**src/rtl/systolic_feeder.sv**
```systemverilog
// -----------------------------------------------------------------------------
// systolic_feeder
// Operand stage in front of the 2x2 PE systolic array. It buffers one K-step
// operand set from a valid/ready stream and replays it into the array's
// data/weight inputs. Row 1 data and column 1 weight lag by one cycle to give
// the array its diagonal skew. The operands are zero outside the valid window.
// systolic_en is held high through the feed and drain phases, and done pulses
// on the final drain cycle.
//
// Optional build macro: FEEDER_CYCLE_CNT_EN. When it is defined, the block
// adds a saturating 32-bit count of cycles with systolic_en=1.
//
// Ports
//   clk, rst             clock (rising edge) and async active-high reset
//   in_valid/in_ready    beat handshake; a beat moves when both are high
//   in_a                 {A[1][k], A[0][k]}
//   in_b                 {B[k][1], B[k][0]}
//   in_last              marks the final beat of a set
//   data_1/data_2        array row 0 / row 1 data inputs
//   weight_1/weight_2    array column 0 / column 1 weight inputs
//   systolic_en          high during FEED and DRAIN
//   busy                 high outside IDLE
//   done                 one-cycle pulse on the last DRAIN cycle
//   ovf                  sticky: the last set was truncated at DEPTH
//   cycle_cnt            (FEEDER_CYCLE_CNT_EN only) enabled-cycle counter
//
// state | meaning
// ------+---------------------------------------------------------------
// IDLE  | empty, waiting for the first beat of a set
// LOAD  | collecting beats 1..K-1
// FEED  | replaying the set, t = 0..K
// DRAIN | zero operands so the last products settle in the array
// -----------------------------------------------------------------------------
module systolic_feeder #(
    parameter int DATA_W = 16,
    parameter int DEPTH  = 8,
    parameter int DRAIN  = 2
) (
    input  logic                clk,
    input  logic                rst,
    input  logic                in_valid,
    output logic                in_ready,
    input  logic [2*DATA_W-1:0] in_a,
    input  logic [2*DATA_W-1:0] in_b,
    input  logic                in_last,
    output logic [DATA_W-1:0]   data_1,
    output logic [DATA_W-1:0]   data_2,
    output logic [DATA_W-1:0]   weight_1,
    output logic [DATA_W-1:0]   weight_2,
    output logic                systolic_en,
    output logic                busy,
    output logic                done,
    output logic                ovf
`ifdef FEEDER_CYCLE_CNT_EN
    ,
    output logic [31:0]         cycle_cnt
`endif
);

    localparam int CW = $clog2(DEPTH + 1);
    localparam int IW = (DEPTH > 1) ? $clog2(DEPTH) : 1;
    localparam int RW = (DRAIN > 0) ? $clog2(DRAIN + 1) : 1;

    localparam logic [1:0] S_IDLE  = 2'd0;
    localparam logic [1:0] S_LOAD  = 2'd1;
    localparam logic [1:0] S_FEED  = 2'd2;
    localparam logic [1:0] S_DRAIN = 2'd3;

    localparam logic [CW-1:0] LAST_IDX   = CW'(DEPTH - 1);
    localparam logic [RW-1:0] DRAIN_INIT = RW'((DRAIN > 0) ? DRAIN - 1 : 0);

    logic [1:0]    state, state_n;
    logic [CW-1:0] k_cnt, k_n;
    logic [CW-1:0] t_cnt, t_n;
    logic [RW-1:0] dr_cnt, dr_n;
    logic          ovf_n, done_n;
    logic          hs;

    logic [DATA_W-1:0] a0_mem [0:(1<<IW)-1];
    logic [DATA_W-1:0] a1_mem [0:(1<<IW)-1];
    logic [DATA_W-1:0] b0_mem [0:(1<<IW)-1];
    logic [DATA_W-1:0] b1_mem [0:(1<<IW)-1];

    logic [IW-1:0]     rd_t, rd_tm1;
    logic              bypass;
    logic [DATA_W-1:0] d1_n, d2_n, w1_n, w2_n;

    assign hs = in_valid && in_ready;

    // Buffer contents need no reset; k_cnt is 0 in IDLE, so the first beat
    // of a set always lands at index 0.
    always_ff @(posedge clk) begin
        if (hs) begin
            a0_mem[k_cnt[IW-1:0]] <= in_a[DATA_W-1:0];
            a1_mem[k_cnt[IW-1:0]] <= in_a[2*DATA_W-1:DATA_W];
            b0_mem[k_cnt[IW-1:0]] <= in_b[DATA_W-1:0];
            b1_mem[k_cnt[IW-1:0]] <= in_b[2*DATA_W-1:DATA_W];
        end
    end

    always_comb begin
        state_n = state;
        k_n     = k_cnt;
        t_n     = t_cnt;
        dr_n    = dr_cnt;
        ovf_n   = ovf;
        done_n  = 1'b0;
        bypass  = 1'b0;
        case (state)
            S_IDLE: begin
                if (hs) begin
                    k_n   = CW'(1);
                    ovf_n = 1'b0;
                    if (in_last || (DEPTH == 1)) begin
                        state_n = S_FEED;
                        t_n     = '0;
                        ovf_n   = !in_last;
                        // A single-beat set is still being written, so the
                        // t=0 operands come from the input bus.
                        bypass  = 1'b1;
                    end else begin
                        state_n = S_LOAD;
                    end
                end
            end
            S_LOAD: begin
                if (hs) begin
                    k_n = k_cnt + CW'(1);
                    if (in_last || (k_cnt == LAST_IDX)) begin
                        state_n = S_FEED;
                        t_n     = '0;
                        ovf_n   = !in_last;
                    end
                end
            end
            S_FEED: begin
                if (t_cnt == k_cnt) begin
                    if (DRAIN == 0) begin
                        state_n = S_IDLE;
                        done_n  = 1'b1;
                        k_n     = '0;
                        t_n     = '0;
                    end else begin
                        state_n = S_DRAIN;
                        dr_n    = DRAIN_INIT;
                        done_n  = (DRAIN == 1);
                    end
                end else begin
                    t_n = t_cnt + CW'(1);
                end
            end
            default: begin
                if (dr_cnt == '0) begin
                    state_n = S_IDLE;
                    k_n     = '0;
                    t_n     = '0;
                end else begin
                    dr_n   = dr_cnt - RW'(1);
                    done_n = (dr_cnt == RW'(1));
                end
            end
        endcase
    end

    // The operands are computed for the next feed index, so the registered
    // outputs line up with the cycle in which state==FEED at that index.
    always_comb begin
        rd_t   = t_n[IW-1:0];
        rd_tm1 = rd_t - IW'(1);
        d1_n   = '0;
        d2_n   = '0;
        w1_n   = '0;
        w2_n   = '0;
        if (state_n == S_FEED) begin
            if (t_n < k_n) begin
                d1_n = bypass ? in_a[DATA_W-1:0] : a0_mem[rd_t];
                w1_n = bypass ? in_b[DATA_W-1:0] : b0_mem[rd_t];
            end
            if (t_n != '0) begin
                d2_n = a1_mem[rd_tm1];
                w2_n = b1_mem[rd_tm1];
            end
        end
    end

    always_ff @(posedge clk or posedge rst) begin
        if (rst) begin
            state       <= S_IDLE;
            k_cnt       <= '0;
            t_cnt       <= '0;
            dr_cnt      <= '0;
            ovf         <= 1'b0;
            done        <= 1'b0;
            in_ready    <= 1'b0;
            busy        <= 1'b0;
            systolic_en <= 1'b0;
            data_1      <= '0;
            data_2      <= '0;
            weight_1    <= '0;
            weight_2    <= '0;
        end else begin
            state       <= state_n;
            k_cnt       <= k_n;
            t_cnt       <= t_n;
            dr_cnt      <= dr_n;
            ovf         <= ovf_n;
            done        <= done_n;
            in_ready    <= (state_n == S_IDLE) || (state_n == S_LOAD);
            busy        <= (state_n != S_IDLE);
            systolic_en <= (state_n == S_FEED) || (state_n == S_DRAIN);
            data_1      <= d1_n;
            data_2      <= d2_n;
            weight_1    <= w1_n;
            weight_2    <= w2_n;
        end
    end

`ifdef FEEDER_CYCLE_CNT_EN
    always_ff @(posedge clk or posedge rst) begin
        if (rst) begin
            cycle_cnt <= '0;
        end else if (systolic_en && (cycle_cnt != 32'hFFFF_FFFF)) begin
            cycle_cnt <= cycle_cnt + 32'd1;
        end
    end
`endif

endmodule

```
**config.mk**
```make
export PLATFORM = sky130hd
export DESIGN_NAME = systolic_feeder
export DESIGN_NICKNAME = d
export VERILOG_FILES = /design/src/rtl/systolic_feeder.sv
export SDC_FILE = /design/constraint.sdc
export NUM_CORES = 1
export LEC_CHECK = 0
export CAP_MARGIN = 25
export CELL_PAD_IN_SITES_DETAIL_PLACEMENT = 0
export CELL_PAD_IN_SITES_GLOBAL_PLACEMENT = 2
export CORE_AREA = 2 2 274 208
export CTS_BUF_LIST = sky130_fd_sc_hd__clkbuf_4
export DETAILED_ROUTE_END_ITERATION = 6
export DIE_AREA = 0 0 276 210
export HOLD_SLACK_MARGIN = 0.02
export PLACE_DENSITY_LB_ADDON = 0.1
export SLEW_MARGIN = 30
export SYNTH_ARGS = -nofsm -noshare
export SYNTH_HDL_FRONTEND = slang
export SYNTH_SLANG_ARGS = --single-unit
```
**constraint.sdc**
```tcl
create_clock -name clk -period 7.6 [get_ports clk]
set_input_delay 1.52 -clock clk [delete_from_list [all_inputs] [get_ports clk]]
set_output_delay 1.52 -clock clk [all_outputs]
set_load 0.02 [all_outputs]
```
==> results.md <==
- Worst R2R Start: state[1]
- CP max FO: 32
- Vias in the first global route: 13.5k
- WHS: about 0.5 ns
- Syn Inst Count: 1391
- Peak supply drop: between 0.0002 and 0.00025 V
- Remaining Overflow, GRT: 0
- Antenna violations before repair: 4
- Warning count from the yosys run: 0
- Rel. slew slack: a little over a third
- Post_cts resized: 0
- Fin Setup TNS: 0 ns
- Min Tclk post-route: 4.94 ns
- Die Width: 276 um
- Post-synth EDFFs: roughly 500
- Max clock buf depth: 3
- Layout cells sized above 1: roughly 23%
- Failing checks: DRC
- Rows: 75
- Number of DRC markers in iteration 0: approximately 1.1k
- Pre-CTS setup slack: 1.80 ns
- Gr usage total: about a fifth
- ANT nets after route: 0
- Final core utilization: about half
- Post-DP Area: ~25000 um2
- Crit end category: flip-flop
- Ys flop type: edfxtp_1
- Worst path required time: ~8.4 ns
- RSZ-0062 raised after global routing: false
- Setup CP Type: input port to flip-flop
- DP Cell Count: approximately 2.2k
- Largest area contributor in the netlist: edfxtp_1
- Crit path from: in_valid
- Root Driver: clkbuf_4
- Drt pass-1 iters: 7
- CP arrival: 5.69 ns
- Post-Layout Cell Count: 2480
- FF+latch count, synth: a little under 600
- Top post-synthesis cells by count: edfxtp_1 (512), nand2_1 (200), a21oi_1 (81), dfrtp_1 (80), mux4_2 (64)
- Final Hold Viols: 0
- Leakage power: 9.47 nW
- Sink Count: a little under 600
- Num ports: about 140
- CTS Hold Bufs: 0
- Total die area: roughly 58000 um2
- Final WL: 56.5 mm
- Hold path start: dr_cnt[0]
- Fraction of registers with async set/reset: a little over an eighth
- Post-CTS setup buffers: 0
- Share of the synthesized area in the top cell type: between 60% and 70%
- Hold Path Class: flip-flop to flip-flop
- Status: finished, violations left
- Cells along the critical path: clkdlybuf4s50_1, and2_1, o221ai_2, a211oi_2, nor2_1, ha_1, a21o_1, a221oi_1, o211ai_1, nor3_4, buf_4, a221o_1
- CTS tree: done
- Syn nets: 1468
- Clock skew: 0.0428 ns
- Most numerous cell in the Yosys netlist: edfxtp_1
- Via count: 13.3k
- Crit share post-route: around two thirds
- Synth unique cells: 63
- Worst path max stage delay: around 0.56 ns
- Layout area overhead: 18.4%
- Fmax achieved: 0.202 GHz
- Clock latency at the later pin of the worst-skew pair: roughly 0.86 ns
- Routability cong.: between 0.7 and 0.8
- Power Total: ~11 mW
- Worst slew pin tran: ~0.96 ns
- H-Tree Depth: 4
- Starting Density: 41.6%
- Count of pins over their slew limit: 0
- # setup viols final: 0
- First-pass GRT wire length: between 80 and 90 mm
- CP Launch Type: input port
- Max-Cap Viols: 0
- Synth top area cells: edfxtp_1 (67%), dfrtp_1 (8.7%), mux4_2 (6.3%), nand2_1 (3.3%), a32oi_1 (2.4%)
- Drt drc: 8
- Mean post-synth cell area: between 15 and 20 um2
- Register area share after synthesis: around 75%
- Fin area: 27300 um2
- Netlist Area Pre-Place: between 20000 and 25000 um2
- Core Area: 55400 um2
- Reg clk slew, reported paths: around 0.070 ns
- P per Cell Area: between 300 and 400 nW/um2
- Clock buffer count from CTS: around 150
- Routed len/inst: roughly 23 um
- Fin worst setup slack: roughly 2.7 ns
- Vias per cell: 5.35
- Port bufs: between 100 and 150
- Chip Height: ~210 um
- Critical path's slowest cell: a211oi_2
- Post-DP HPWL: 28.0 mm
- Layout net count: between 1.5k and 2k
- Largest net degree at the start of global routing: 83
## power by group
group	internal [mW]	switching [mW]	leakage, nW
combinational	1.52	2.32	2.50
clock	1.61	1.27	1.25
sequential	3.93	0.177	5.71
## critical path: cells and delay by family
kind / cells / cell delay, ns
and+or+nand+nor: 3 / 0.70
adders and majority gates: 1 / 0.35
buffers and inverters: 2 / 0.97
AOI/OAI and AO/OA: 6 / 2.15
## flip-flops by register name (all words and copies together) (netlist names), 4 cells and up
register,flops
a0_mem,128
a1_mem,128
b0_mem,128
b1_mem,128
data_1,16
data_2,16
weight_1,16
weight_2,16
k_cnt,4
t_cnt,4
## worst paths after layout
check / depth (start not counted) / end / slack [ns]
worst max register to register: 9 / data_2[5] / 2.90
worst min-delay path: 1 / dr_cnt[0] / 0.51
worst max-delay path: 12 / data_1[11] / 2.66
worst min register to register: 1 / dr_cnt[0] / 0.51
max in group asynchronous: 3 / k_cnt[3] / 5.39
min in group asynchronous: 2 / weight_2[11] / 1.15
## routing by layer
layer | global-route usage, % | routed length, um
met1 | 29.3 | 26600
met2 | 29.4 | 25600
met3 | 5.23 | 3560
met4 | 5.45 | 749
met5 | 0 | 23
## layout make-up
class	count	area (um2)
Fill cell	4802	28100
Sequential cell	592	17400
Multi-Input combinational cell	657	5070
Clock buffer	234	1760
Timing Repair Buffer	169	1630
Tap cell	731	915
Clock inverter	45	340
Inverter	49	199
Antenna cell	3	7.51
## layout by cell type (no fill, tap or decap), drive strengths merged, types with 3 or more instances in the layout
cell             n
a32oi           63
clkinv          34
o21ai           38
o21a             3
a21oi          101
bufinv           6
nand3b           3
nor2b            3
a221o           32
nand3           37
nand2b           5
ha               9
a211oi           3
nor3            39
or2              3
mux4            64
nand2          200
edfxtp         512
dfrtp           80
inv             54
nor4             4
buf             33
clkdlybuf4s50  136
clkbuf         234
diode            3
a2111oi          3
nor2            11
o41ai            3
xor2             4
## cell families after synthesis
family	count (synthesis)	share of synthesized area (%)
AOI/OAI and AO/OA	263	8.45
xor gates and xnor gates	5	0.288
adders and majority gates	9	0.489
buffers and inverters	142	3.08
DFF	592	75.4
muxes	66	6.34
and+or+nand+nor	314	5.95
Note: power is estimated with default switching activity, not from simulation.
